==> config.mk <==
export PLATFORM = sky130hd
export DESIGN_NAME = p2s_serializer
export DESIGN_NICKNAME = d
export VERILOG_FILES = /design/src/rtl/p2s_pkg.sv /design/src/rtl/p2s_beat_counter.sv /design/src/rtl/p2s_serializer.sv
export SDC_FILE = /design/constraint.sdc
export NUM_CORES = 1
export LEC_CHECK = 0
export CELL_PAD_IN_SITES_DETAIL_PLACEMENT = 1
export CELL_PAD_IN_SITES_GLOBAL_PLACEMENT = 2
export CORE_MARGIN = 3
export CORE_UTILIZATION = 37
export CTS_BUF_LIST = sky130_fd_sc_hd__clkbuf_16
export CTS_CLUSTER_SIZE = 24
export DETAILED_ROUTE_END_ITERATION = 10
export PLACE_DENSITY = 0.85
export SYNTH_ARGS = -nofsm -noshare
export SYNTH_HDL_FRONTEND = slang
export SYNTH_SLANG_ARGS = --single-unit
==> constraint.sdc <==
create_clock -name clk -period 9.13 [get_ports clk]
set_input_delay 2.739 -clock clk [delete_from_list [all_inputs] [get_ports clk]]
set_output_delay 2.739 -clock clk [all_outputs]
set_load 0.02 [all_outputs]
==> src/rtl/p2s_pkg.sv <==
`default_nettype none
// ============================================================================
// p2s_pkg : shared state type and frame constants for p2s_serializer
// Rev 1.0
// ============================================================================
package p2s_pkg;

    typedef enum logic [0:0] {
        IDLE  = 1'b0,
        SHIFT = 1'b1
    } state_t;

    localparam int WORDS     = 8;
    localparam int CNT_W     = 3;
    localparam int LAST_BEAT = 7;

endpackage
`default_nettype wire

==> src/rtl/p2s_beat_counter.sv <==
`default_nettype none
// ============================================================================
// p2s_beat_counter : 3-bit beat index with synchronous clear, enable and wrap
// Rev 1.0
// ============================================================================
module p2s_beat_counter
    import p2s_pkg::*;
(
    input  logic             clk,
    input  logic             rst,
    input  logic             clr,
    input  logic             inc,
    output logic [CNT_W-1:0] cnt,
    output logic             last
);

    localparam logic [CNT_W-1:0] c_last_beat = CNT_W'(LAST_BEAT);

    logic [CNT_W-1:0] r_cnt;

    // Clear wins over increment so a load on the final beat restarts at 0.
    always_ff @(posedge clk) begin
        if (rst || clr) begin
            r_cnt <= '0;
        end else if (inc) begin
            r_cnt <= (r_cnt == c_last_beat) ? '0 : r_cnt + 1'b1;
        end
    end

    assign cnt  = r_cnt;
    assign last = (r_cnt == c_last_beat);

endmodule
`default_nettype wire

==> src/rtl/p2s_serializer.sv <==
`default_nettype none
// ============================================================================
// p2s_serializer : 8-word parallel frame to valid/ready word stream, x8 first.
// Optional macro P2S_BACK_TO_BACK_EN allows a load on the last beat.
// Rev 1.0
// ============================================================================
module p2s_serializer
    import p2s_pkg::*;
#(
    parameter int N = 4
) (
    input  logic              clk,
    input  logic              rst,
    input  logic              load_valid,
    output logic              load_ready,
    input  logic [2**N-1:0]   x1,
    input  logic [2**N-1:0]   x2,
    input  logic [2**N-1:0]   x3,
    input  logic [2**N-1:0]   x4,
    input  logic [2**N-1:0]   x5,
    input  logic [2**N-1:0]   x6,
    input  logic [2**N-1:0]   x7,
    input  logic [2**N-1:0]   x8,
    output logic [2**N-1:0]   y,
    output logic              y_valid,
    input  logic              y_ready,
    output logic              y_last,
    output logic              busy
);

    localparam int               W           = 2**N;
    localparam logic [CNT_W-1:0] c_last_beat = CNT_W'(LAST_BEAT);

    state_t           r_state;
    logic [W-1:0]     r_shadow [WORDS];
    logic [W-1:0]     w_x      [WORDS];
    logic [CNT_W-1:0] w_cnt;
    logic [CNT_W-1:0] w_sel;
    logic             w_last;
    logic             w_xfer;
    logic             w_load;

    assign w_x[0] = x1;
    assign w_x[1] = x2;
    assign w_x[2] = x3;
    assign w_x[3] = x4;
    assign w_x[4] = x5;
    assign w_x[5] = x6;
    assign w_x[6] = x7;
    assign w_x[7] = x8;

    assign w_xfer = (r_state == SHIFT) && y_ready;

`ifdef P2S_BACK_TO_BACK_EN
    assign load_ready = !rst && ((r_state == IDLE) || (w_last && w_xfer));
`else
    assign load_ready = !rst && (r_state == IDLE);
`endif

    assign w_load = load_valid && load_ready;

    p2s_beat_counter u_beat_counter (
        .clk  (clk),
        .rst  (rst),
        .clr  (w_load),
        .inc  (w_xfer),
        .cnt  (w_cnt),
        .last (w_last)
    );

    always_ff @(posedge clk) begin
        if (rst) begin
            r_state <= IDLE;
            for (int i = 0; i < WORDS; i++) begin
                r_shadow[i] <= '0;
            end
        end else begin
            if (w_load) begin
                r_state <= SHIFT;
                for (int i = 0; i < WORDS; i++) begin
                    r_shadow[i] <= w_x[i];
                end
            end else if (w_xfer && w_last) begin
                r_state <= IDLE;
            end
        end
    end

    // Beat 0 carries x8 (shadow index 7) so a downstream shifter ends with x1 in y1.
    assign w_sel   = c_last_beat - w_cnt;
    assign y       = r_shadow[w_sel];
    assign y_valid = (r_state == SHIFT);
    assign y_last  = (r_state == SHIFT) && w_last;
    assign busy    = (r_state == SHIFT);

endmodule
`default_nettype wire

== Word level (Yosys, flattened, before mapping) ==
Memory sizes are Yosys's and may differ from the RTL's.
Cells that the tools add are included.
Word-level totals
  flip-flop bits (word level): 4
  bits in writable memories: 128
  input port bits: 132
  word-level logic and storage cells: 39
  memories kept: 1
Operators by class
  add/sub/neg operators: 2
  eq/ne operators: 1
  multiplexer cells: 16
  bitwise gates (word level): 9
  reductions and logical operators: 8
Memories
  r_shadow: depth 8, width 16, rd ports 1, clocked after memory_dff 0, write ports 8, line p2s_serializer.sv:35  | logic [W-1:0] r_shadow [WORDS];
Operator list (count)
  16-bit 2-to-1 mux: 8
  1-bit bitwise OR: 8
  1-bit 2-to-1 mux: 7
  1-bit logical AND: 5
  3-bit by 1-bit adder with 3-bit output (second input constant): 1
  3-bit equality test (second input constant): 1
  3-bit 2-to-1 mux: 1
  3-bit subtractor (first input constant): 1
  2-bit nonzero test: 1
  1-bit logical NOT: 1
  1-bit logical OR: 1
  1-bit NOT: 1

== Longest topological paths before layout ==
Gate-level depths: netlist (run 1).
  word-level depth: 7
  gate-level depth with buffers: 5

== Modules after synthesis ==
A second synthesis (run 1) with hierarchy kept.
Unflattened totals
  cell total of the unflattened synthesis: 348
  area, all modules: 5994.5 um^2
Modules (own cells, without submodules)
  p2s_serializer: times used 1, cells an instance 335, area an instance 5845.6 um^2, seq. area each 3863.7 um^2
  p2s_beat_counter: times used 1, cells an instance 13, area an instance 148.9 um^2, seq. area each 60.1 um^2

== Least setup slack after synthesis (run 1) ==
Ideal clock, no wire load.
  kind: in2reg
  start point: input rst
  end point: memory r_shadow[0][0] (netlist bit), enable pin
  library setup time: 0.486 ns
  arrival time: 5.993 ns
  setup slack: 2.651 ns
  cell stages on the path: 4
  cells stage by stage: nor2_4 -> clkbuf_1 -> buf_2 -> a21o_1
RTL lines
  start: declaration: line p2s_serializer.sv:13  | input logic rst,
  end: declaration: line p2s_serializer.sv:35

== Worst setup path in the final report (run 1) ==
  start point: input rst
  end point: output load_ready
Between the ends
  cells in the longest elaborated chain, start to end: 2
Ends and longest elaborated chain
  1-bit logical NOT: line p2s_serializer.sv:57  | assign load_ready = !rst && (r_state == IDLE);
  1-bit logical AND: line p2s_serializer.sv:57
  end: declaration: line p2s_serializer.sv:15  | output logic load_ready,
No other way between the ends.

==> impl_metrics.py, run 1 <==
metrics = {
    "routing": {
        "dr.pass1.iters": 4,
        "dr_total_vias": 3704,
        "vias_per_cell": 5.09,
        "drc": 0,
        "wirelength_um": 14900,
        "ant_nets": 0,
        "drtIter0Drc": 169,
        "wire_per_inst_um": 20.5,
    },
    "worst_setup_path": {
        "critPathMostFrequentCell": "clkdlybuf4s50_1",
        "path_cells": "clkdlybuf4s50_1 > nor2_4 > clkdlybuf4s50_1",
        "slowest_delay_ns": 0.66,
        "cp-start-kind": "input pin",
        "cp.buffers_inverters": 2,
        "critPathKind": "in -> out",
        "cp.required_ns": 6.39,
        "cp_slowest_cell": "clkdlybuf4s50_1",
        "r2r_slack_ns": 5.69,
        "path_delay_family": "buffers and inverters",
        "crit_fanout": 13,
        "worstPathArrival_ns": 4.23,
        "crit_path_end_kind": "primary output",
    },
    "logic_synthesis": {
        "yosysTopAreaCell": "edfxtp_1",
        "synth_adder_area_share_pct": 0.415,
        "yosys-top-cells-area": "edfxtp_1, and3_1, mux4_1, mux4_2, nor2b_1",
        "ys_ff_latch": 132,
        "synth_nets": 499,
        "syn_area_um2": 6030,
        "synth_xor_area_share_pct": 0,
        "yosysWarningCount": 0,
        "ys_types": 21,
        "syn_avg_cell_area_um2": 16.5,
        "yosys.area_share.simple_pct": 14.3,
        "synth-seq-area-share_pct": 65.1,
        "synth_top_area_share_pct": 63.8,
        "yosys-mux-area-fraction_pct": 16.6,
        "synth_top_family_by_area": "multiplexers",
        "synth_compound_area_share_pct": 0.602,
        "synthCells": 365,
    },
    "sta": {
        "tns_ns": 0,
        "fin_crit_sh_pct": 76.3,
        "timing.final.hold_violations": 0,
        "worst_slew_pin_slew_ns": 1.15,
        "clock.fmax_mhz": 143,
        "layout_min_cycle_time_ns": 6.97,
        "slew_headroom_pct": 23.4,
        "setup_viol": 0,
        "drv_slew": 0,
        "finClkSkew_ns": 0.00611,
        "rsz0062_at_grt": "false",
    },
    "floorplan": {
        "dieArea_um2": 17900,
        "ios": 152,
        "die_h_um": 134,
        "rows": 46,
        "die_w_um": 134,
        "core_area_um2": 15900,
        "start_util_pct": 37.9,
    },
    "run": {
        "maxCapViolations": 0,
    },
    "finish": {
        "final_cells": 728,
        "utilization_pct": 51.4,
        "final_cell_area_um2": 8170,
        "fin_nets": 636,
        "drive_gt1_share_pct": 11.7,
        "multi_input_area_um2": 1930,
        "area_delta_synth_final_pct": 35.5,
        "diodes": 0,
        "fillCellCount": 1528,
        "layout.area.seq_um2": 3930,
    },
    "cts": {
        "cts_buffers": 17,
        "postCtsResizedCells": 0,
        "cts_hold_buf": 0,
        "path_clk_slew_ns": 0.05,
        "max-clock-path-buffers": 2,
        "postCtsSetupRepairBufs": 0,
        "htreeDepth": 4,
        "cts_root_buf": "clkbuf_16",
        "clkLatencyLatePin_ns": 0.41,
        "cts_sinks": 132,
        "cts_tree": "done",
    },
    "grt": {
        "grt_overflow": 0,
        "grt.total_usage_pct": 17.1,
        "grt_pass1_wl_um": 22700,
        "grt_pass1_vias": 4072,
        "grt_start_max_net_pins": 101,
        "antenna_found_initial": 0,
    },
    "place": {
        "placed_cell_area_um2": 7670,
        "io_buffers": 151,
        "dp_hpwl_um": 9750,
        "place.gp.congestion": 0.745,
        "dp.cells": 699,
    },
    "pwr": {
        "power_mw": 1.49,
        "internal_power_mw": 1.17,
        "p_leak_nw": 3.25,
        "p_sw_share_pct": 21.4,
        "ir_drop_uv": 133,
        "power_frac_clock_pct": 39.7,
        "power_frac_comb_pct": 11.4,
        "p_sw_mw": 0.318,
        "power-per-cell-area_nw_per_um2": 182,
        "p_seq_share_pct": 48.9,
    },
    "min_path": {
        "min_path_type": "reg -> reg",
    },
    "run_status": {
        "status": "complete, no violations",
    },
}
routing by layer:
layer / track usage (%) / routed length (um) / up-vias
li1: - / - / 1720
met1: 20.8 / 6160 / 1851
met2: 29.3 / 7810 / 116
met3: 4.53 / 732 / 17
met4: 6.74 / 233 / 0
met5: 0 / 0 / -
power groups by stage:
stage	registers, mW	logic (mW)	clock network (mW)
final	0.728	0.170	0.591
after global routing	0.733	0.182	0.629
after CTS	0.730	0.173	0.601
after detailed placement	0.741	0.171	0
after global placement	0.737	0.167	0
after floorplan	0.733	0.0827	0
stage by stage:
stage | setup WS, ns | hold slack (ns)
4_1_cts | 2.15 | 0.736
2_1_floorplan | 2.65 | 0.602
5_1_grt | 2.12 | 0.761
3_3_place_gp | 2.16 | 0.673
6_report | 2.16 | 0.727
3_5_place_dp | 2.15 | 0.722
cell usage in the layout (no fill, tap or decap), types with 3 or more instances in the layout:
| cell | synthesis | routed |
|---|---|---|
| and3_1 | 96 | 96 |
| mux2_2 | 18 | 18 |
| clkdlybuf4s50_1 | 0 | 150 |
| mux4_1 | 21 | 21 |
| clkbuf_16 | 0 | 17 |
| clkinv_1 | 0 | 5 |
| edfxtp_1 | 128 | 128 |
| a21oi_1 | 3 | 3 |
| nor2b_1 | 33 | 33 |
| nor3b_1 | 3 | 3 |
| nor2_1 | 3 | 3 |
| clkinv_2 | 0 | 4 |
| buf_4 | 1 | 4 |
| mux4_2 | 11 | 11 |
cell families after synthesis:
logic type | Yosys count
AOI/OAI and AO/OA | 6
DFF | 132
muxes | 50
buffers and inverters | 37
adders and majority gates | 2
and+or+nand+nor | 138
tightest hold or removal path: cells and delay by family (launching register included):
| family | cells | cell delay (ns) |
|---|---|---|
| and+or+nand+nor | 1 | 0.05 |
| DFF | 1 | 0.45 |
| AOI/OAI and AO/OA | 1 | 0.19 |
Yosys cell counts:
library cell and count:
buf_4 1, clkbuf_1 28, and2_1 1, nor2_4 1
and3_1 96, buf_6 4, mux4_1 21, nor3b_1 3
a21oi_1 3, dfxtp_1 4, o21ai_0 1, buf_2 4
nor2b_1 33, a311oi_1 1, mux2_2 18, a21o_1 1
edfxtp_1 128, nand2_1 1, ha_1 2, nor2_1 3
mux4_2 11
final cells by class:
type	count	area share, %
repair buffers	155	18.8
flip-flops and latches	132	48.1
multi-input cells	196	23.7
clock inverters	12	0.934
clock buffers	17	5.21
well taps	216	3.31
final timing paths:
kind,startpoint,endpoint,depth (start not counted)
worst min register to register,busy$_SDFFE_PP0P_,u_beat_counter.cnt[1]$_SDFFE_PP0P_,2
worst max register to register,busy$_SDFFE_PP0P_,r_shadow[2][10]$_SDFFCE_PN0P_,4
worst min-delay path,busy$_SDFFE_PP0P_,u_beat_counter.cnt[1]$_SDFFE_PP0P_,2
worst max-delay path,rst,load_ready,3
state kept, by name, summed over array words and instances, names as in the netlist:
register,cells
u_beat_counter.cnt,3
busy,1
r_shadow,128
(Power assumes the default switching activity.)
==> inputs of run 2 (changes only) <==
--- a/config.mk
+++ b/config.mk
@@ -8,11 +8,11 @@
 export CELL_PAD_IN_SITES_DETAIL_PLACEMENT = 1
 export CELL_PAD_IN_SITES_GLOBAL_PLACEMENT = 2
 export CORE_MARGIN = 3
-export CORE_UTILIZATION = 37
+export CORE_UTILIZATION = 31
 export CTS_BUF_LIST = sky130_fd_sc_hd__clkbuf_16
 export CTS_CLUSTER_SIZE = 24
 export DETAILED_ROUTE_END_ITERATION = 10
-export PLACE_DENSITY = 0.85
+export PLACE_DENSITY = 0.76
 export SYNTH_ARGS = -nofsm -noshare
 export SYNTH_HDL_FRONTEND = slang
 export SYNTH_SLANG_ARGS = --single-unit
==> constraint.sdc (replaced) <==
create_clock -name clk -period 6.1 [get_ports clk]
set_input_delay 1.83 -clock clk [delete_from_list [all_inputs] [get_ports clk]]
set_output_delay 1.83 -clock clk [all_outputs]
set_load 0.02 [all_outputs]
==> run 2 against run 1 <==
Compared with the run above: register-to-register slack worse by 2.7 ns; sequential share of layout area shrank 1.2 points; cell count up 6.7%; hold slack got worse by 0.0058 ns; via count down 0.86%; worst setup slack got worse by 0.97 ns; sequential power rose by 50%; critical path depth grew 1; critical path type is now reg -> out; largest cell class unchanged.
==> impl_metrics.py, run 2 (synthesis gave the netlist of run 1 again) <==
metrics = {
    "floorplan": {
        "rows": 50,
        "start_util_pct": 31.9,
        "core_area_um2": 18900,
        "dieArea_um2": 21200,
        "die_h_um": 145,
        "ios": 152,
        "die_w_um": 145,
    },
    "grt": {
        "grt_pass1_wl_um": 22900,
        "grt_overflow": 0,
        "antenna_found_initial": 0,
        "grt_start_max_net_pins": 100,
        "grt.total_usage_pct": 14.2,
        "grt_pass1_vias": 4161,
    },
    "cts": {
        "postCtsSetupRepairBufs": 0,
        "cts_buffers": 17,
        "clkLatencyLatePin_ns": 0.41,
        "max-clock-path-buffers": 2,
        "path_clk_slew_ns": 0.06,
        "postCtsResizedCells": 0,
        "cts_tree": "done",
        "cts_sinks": 132,
        "cts_hold_buf": 0,
        "cts_root_buf": "clkbuf_16",
        "htreeDepth": 4,
    },
    "worst_setup_path": {
        "crit_fanout": 22,
        "cp.required_ns": 4.27,
        "cp-start-kind": "flip-flop",
        "critPathKind": "reg -> out",
        "worstPathArrival_ns": 3.08,
        "crit_path_end_kind": "primary output",
    },
    "pwr": {
        "p_sw_share_pct": 20.5,
        "p_sw_mw": 0.499,
        "power_frac_comb_pct": 10.5,
        "power-per-cell-area_nw_per_um2": 291,
        "internal_power_mw": 1.94,
        "p_leak_nw": 3.31,
        "ir_drop_uv": 181,
        "p_seq_share_pct": 44.6,
        "power_mw": 2.43,
        "power_frac_clock_pct": 44.9,
    },
    "routing": {
        "wire_per_inst_um": 19.0,
        "ant_nets": 0,
        "drc": 0,
        "vias_per_cell": 4.73,
        "dr_total_vias": 3672,
        "wirelength_um": 14800,
        "drtIter0Drc": 188,
        "dr.pass1.iters": 4,
    },
    "finish": {
        "largest_reg_flops": 128,
        "fin_nets": 638,
        "largest_register": "r_shadow",
        "diodes": 0,
        "final_cell_mix": "clkdlybuf4s50_1, edfxtp_1, and3_1",
        "mostFrequentLayoutCell": "clkdlybuf4s50_1",
        "area_delta_synth_final_pct": 38.9,
        "utilization_pct": 44.3,
        "drive_gt1_share_pct": 13.9,
    },
    "sta": {
        "clock.fmax_mhz": 204,
        "finClkSkew_ns": 0.00659,
        "setup_slack_ns": 1.19,
        "drv_slew": 0,
        "worst_slew_pin_slew_ns": 0.940,
        "tns_ns": 0,
        "layout_min_cycle_time_ns": 4.91,
        "slew_headroom_pct": 37.3,
        "setup_viol": 0,
        "fin_crit_sh_pct": 80.5,
        "timing.final.hold_violations": 0,
        "rsz0062_at_grt": "false",
    },
    "run": {
        "maxCapViolations": 0,
    },
    "place": {
        "place.gp.congestion": 0.733,
        "dp_hpwl_um": 10000,
        "place_ws_ns": 1.52,
        "io_buffers": 151,
    },
    "run_status": {
        "status": "complete, no violations",
    },
    "min_path": {
        "min_path_type": "reg -> reg",
    },
}
run 2: power by group through the flow:
stage               logic, mW  registers (mW)  clock network (mW)
floorplan               0.124            1.10                   0
global placement        0.256            1.10                   0
global route            0.277            1.09                1.16
finish                  0.256            1.09                1.09
detailed placement      0.260            1.11                   0
CTS                     0.261            1.09                1.11
run 2: critical path, cell delays in order (launching register included):
cell and delay (ns):
dfxtp_2 0.82, buf_4 0.40, mux4_1 0.61, mux2_2 0.30, clkdlybuf4s50_1 0.54
run 2: per-layer routing:
| layer | vias up | track usage, % | part of all wire (%) |
|---|---|---|---|
| met1 | 1823 | 16.6 | 42 |
| met2 | 106 | 25.1 | 52 |
| met5 | - | 0 | 0 |
| li1 | 1727 | - | - |
| met4 | 0 | 4.27 | 1.2 |
| met3 | 16 | 4.42 | 4.6 |
run 2: layout make-up:
class                           count  area, um^2
Timing Repair Buffer              157        1550
Tap cell                          260         325
Multi-Input combinational cell    196        1930
Clock buffer                       17         425
Fill cell                        1897       10500
Clock inverter                     15         214
Sequential cell                   132        3930
run 2: final timing paths:
check	endpoint	cells after the start	slack, ns	startpoint
setup reg to reg	r_shadow[0][14]$_SDFFCE_PN0P_	4	3.04	busy$_SDFFE_PP0P_
hold / removal	u_beat_counter.cnt[0]$_SDFFE_PP0P_	2	0.72	busy$_SDFFE_PP0P_
setup / recovery	y[13]	4	1.19	u_beat_counter.cnt[0]$_SDFFE_PP0P_
hold reg to reg	u_beat_counter.cnt[0]$_SDFFE_PP0P_	2	0.72	busy$_SDFFE_PP0P_
run 2: per-stage QoR:
| step | hold slack, ns | area, um^2 | std cells |
|---|---|---|---|
| floorplan | 0.602 | 6030 | 365 |
| global placement | 0.656 | 7730 | 745 |
| detailed placement | 0.688 | 7730 | 745 |
| CTS | 0.699 | 8370 | 777 |
| global route | 0.760 | 8370 | 777 |
| finish | 0.722 | 8370 | 777 |
==> inputs of run 3 (changes only) <==
--- a/config.mk
+++ b/config.mk
@@ -8,11 +8,11 @@
 export CELL_PAD_IN_SITES_DETAIL_PLACEMENT = 1
 export CELL_PAD_IN_SITES_GLOBAL_PLACEMENT = 2
 export CORE_MARGIN = 3
-export CORE_UTILIZATION = 31
+export CORE_UTILIZATION = 34
 export CTS_BUF_LIST = sky130_fd_sc_hd__clkbuf_16
 export CTS_CLUSTER_SIZE = 24
 export DETAILED_ROUTE_END_ITERATION = 10
-export PLACE_DENSITY = 0.76
+export PLACE_DENSITY = 0.79
 export SYNTH_ARGS = -nofsm -noshare
 export SYNTH_HDL_FRONTEND = slang
 export SYNTH_SLANG_ARGS = --single-unit
==> constraint.sdc (replaced) <==
create_clock -name clk -period 4.7 [get_ports clk]
set_input_delay 1.41 -clock clk [delete_from_list [all_inputs] [get_ports clk]]
set_output_delay 1.41 -clock clk [all_outputs]
set_load 0.02 [all_outputs]
==> run 3 against run 2 <==
Compared with the run above: power grew 21%; critical path depth unchanged; clock-buffer cell count unchanged; register-to-register slack got worse by 1.1 ns; die area shrank 8.5%; sequential power up 29%; cell count fell by 4.5%; utilization up 3.4 points; clock skew decreased by 0.0011 ns; non-clock buffer count stayed put; worst setup slack lost 0.64 ns; largest power group unchanged.
==> impl_metrics.py, run 3 (synthesis gave the netlist of run 1 again) <==
metrics = {
    "run_status": {
        "status": "complete, no violations",
    },
    "sta": {
        "clock.fmax_mhz": 241,
        "drv_slew": 0,
        "tns_ns": 0,
        "whs_ns": 0.663,
        "layout_min_cycle_time_ns": 4.15,
        "worst_slew_pin_slew_ns": 0.938,
        "finClkSkew_ns": 0.00545,
        "slew_headroom_pct": 37.4,
        "fin_crit_sh_pct": 88.3,
        "rsz0062_at_grt": "false",
        "setup_viol": 0,
        "timing.final.hold_violations": 0,
    },
    "place": {
        "place.gp.congestion": 0.757,
        "dp_hpwl_um": 10200,
        "io_buffers": 151,
    },
    "routing": {
        "wire_per_inst_um": 20.1,
        "ant_nets": 0,
        "wirelength_um": 14900,
        "vias_per_cell": 4.90,
        "drc": 0,
        "dr.pass1.iters": 4,
        "drtIter0Drc": 283,
        "dr_total_vias": 3637,
    },
    "cts": {
        "path_clk_slew_ns": 0.05,
        "htreeDepth": 4,
        "cts_buffers": 17,
        "postCtsSetupRepairBufs": 0,
        "cts_tree": "done",
        "clkLatencyLatePin_ns": 0.41,
        "max-clock-path-buffers": 2,
        "cts_root_buf": "clkbuf_16",
        "cts_hold_buf": 0,
        "postCtsResizedCells": 0,
        "cts_sinks": 132,
    },
    "worst_setup_path": {
        "path_cells": "buf_12 > mux4_1 > mux2_2 > clkdlybuf4s50_1",
        "reg2reg_depth": 4,
        "cp.buffers_inverters": 2,
        "critPathKind": "reg -> out",
        "slowest_delay_ns": 0.62,
        "crit_path_end_kind": "primary output",
        "worstPathArrival_ns": 2.74,
        "crit_cells": 4,
        "cp_slowest_cell": "dfxtp_2",
        "r2r_slack_ns": 1.99,
        "r2r_start": "busy$_SDFFE_PP0P_",
        "crit_fanout": 21,
        "r2r-end": "r_shadow[5][15]$_SDFFCE_PN0P_",
        "path_delay_family": "multiplexers",
        "cp.required_ns": 3.29,
        "cp-start-kind": "flip-flop",
    },
    "finish": {
        "largest_register": "r_shadow",
        "diodes": 0,
        "mostFrequentLayoutCell": "clkdlybuf4s50_1",
        "fin_nets": 638,
        "area_delta_synth_final_pct": 36.9,
        "largest_reg_flops": 128,
        "final_cell_mix": "clkdlybuf4s50_1, edfxtp_1, and3_1",
        "drive_gt1_share_pct": 12.0,
    },
    "min_path": {
        "worstHoldPathCells": 2,
        "min_path_type": "reg -> reg",
        "hp-start": "u_beat_counter.cnt[0]$_SDFFE_PP0P_",
        "holdPathEnd": "u_beat_counter.cnt[0]$_SDFFE_PP0P_",
    },
    "pwr": {
        "ir_drop_uv": 240,
        "power-per-cell-area_nw_per_um2": 356,
        "p_seq_share_pct": 48.0,
        "power_frac_clock_pct": 40.6,
        "internal_power_mw": 2.34,
        "p_sw_share_pct": 20.4,
        "p_sw_mw": 0.600,
        "power_frac_comb_pct": 11.4,
        "p_leak_nw": 3.30,
    },
    "grt": {
        "grt_start_max_net_pins": 100,
        "antenna_found_initial": 0,
        "grt_pass1_vias": 4124,
        "grt_pass1_wl_um": 22800,
        "grt.total_usage_pct": 15.6,
        "grt_overflow": 0,
    },
    "floorplan": {
        "start_util_pct": 34.8,
        "rows": 48,
        "dieArea_um2": 19400,
        "die_h_um": 139,
        "ios": 152,
        "die_w_um": 139,
        "core_area_um2": 17300,
    },
    "run": {
        "maxCapViolations": 0,
    },
}
-- run 3: per-layer routing --
| layer | share of wire [%] | track usage [%] | routed length (um) |
|---|---|---|---|
| met5 | 0 | 0 | 0 |
| met2 | 54 | 27.7 | 7990 |
| met4 | 1.5 | 5.10 | 226 |
| met3 | 4.7 | 4.66 | 704 |
| met1 | 40 | 18.1 | 5980 |
-- run 3: how the worst max path moves through the flow --
stage | start | end | slack, ns
after floorplan | rst | r_shadow[0][0]$_SDFFCE_PN0P_ | 0.67
after global placement | rst | load_ready | 0.95
after detailed placement | u_beat_counter.cnt[0]$_SDFFE_PP0P_ | y[4] | 0.92
after CTS | u_beat_counter.cnt[0]$_SDFFE_PP0P_ | y[4] | 0.48
after global routing | u_beat_counter.cnt[0]$_SDFFE_PP0P_ | y[4] | 0.41
final | u_beat_counter.cnt[0]$_SDFFE_PP0P_ | y[4] | 0.55
-- run 3: power groups by stage --
stage | logic, mW | registers [mW] | clock network (mW)
global route | 0.362 | 1.42 | 1.28
floorplan | 0.161 | 1.42 | 0
finish | 0.335 | 1.41 | 1.19
CTS | 0.342 | 1.41 | 1.22
global placement | 0.335 | 1.43 | 0
detailed placement | 0.339 | 1.43 | 0
-- run 3: cell type report --
class / count / area, um^2
clock buffers: 17 / 425
clock inverters: 15 / 114
fillers: 1704 / 9040
multi-input cells: 196 / 1930
flip-flops and latches: 132 / 3930
well taps: 225 / 282
repair buffers: 157 / 1570
-- run 3: worst register-to-register path: stages, from the launching register on --
cell and delay (ns):
dfxtp_1 0.45, nor2_4 0.23, buf_4 0.66, a21o_4 0.49, buf_4 0.50
-- run 3: metrics by stage --
| step | std cells | instance area (um^2) | utilization [%] | power (mW) | setup WS [ns] |
|---|---|---|---|---|---|
| floorplan | 365 | 6030 | - | 1.58 | 0.672 |
| global placement | 710 | 7710 | 44.6 | 1.76 | 0.950 |
| detailed placement | 710 | 7710 | 44.6 | 1.77 | 0.923 |
| CTS | 742 | 8250 | 47.7 | 2.98 | 0.476 |
| global route | 742 | 8250 | 47.7 | 3.06 | 0.408 |
| finish | 742 | 8250 | 47.7 | 2.94 | 0.550 |
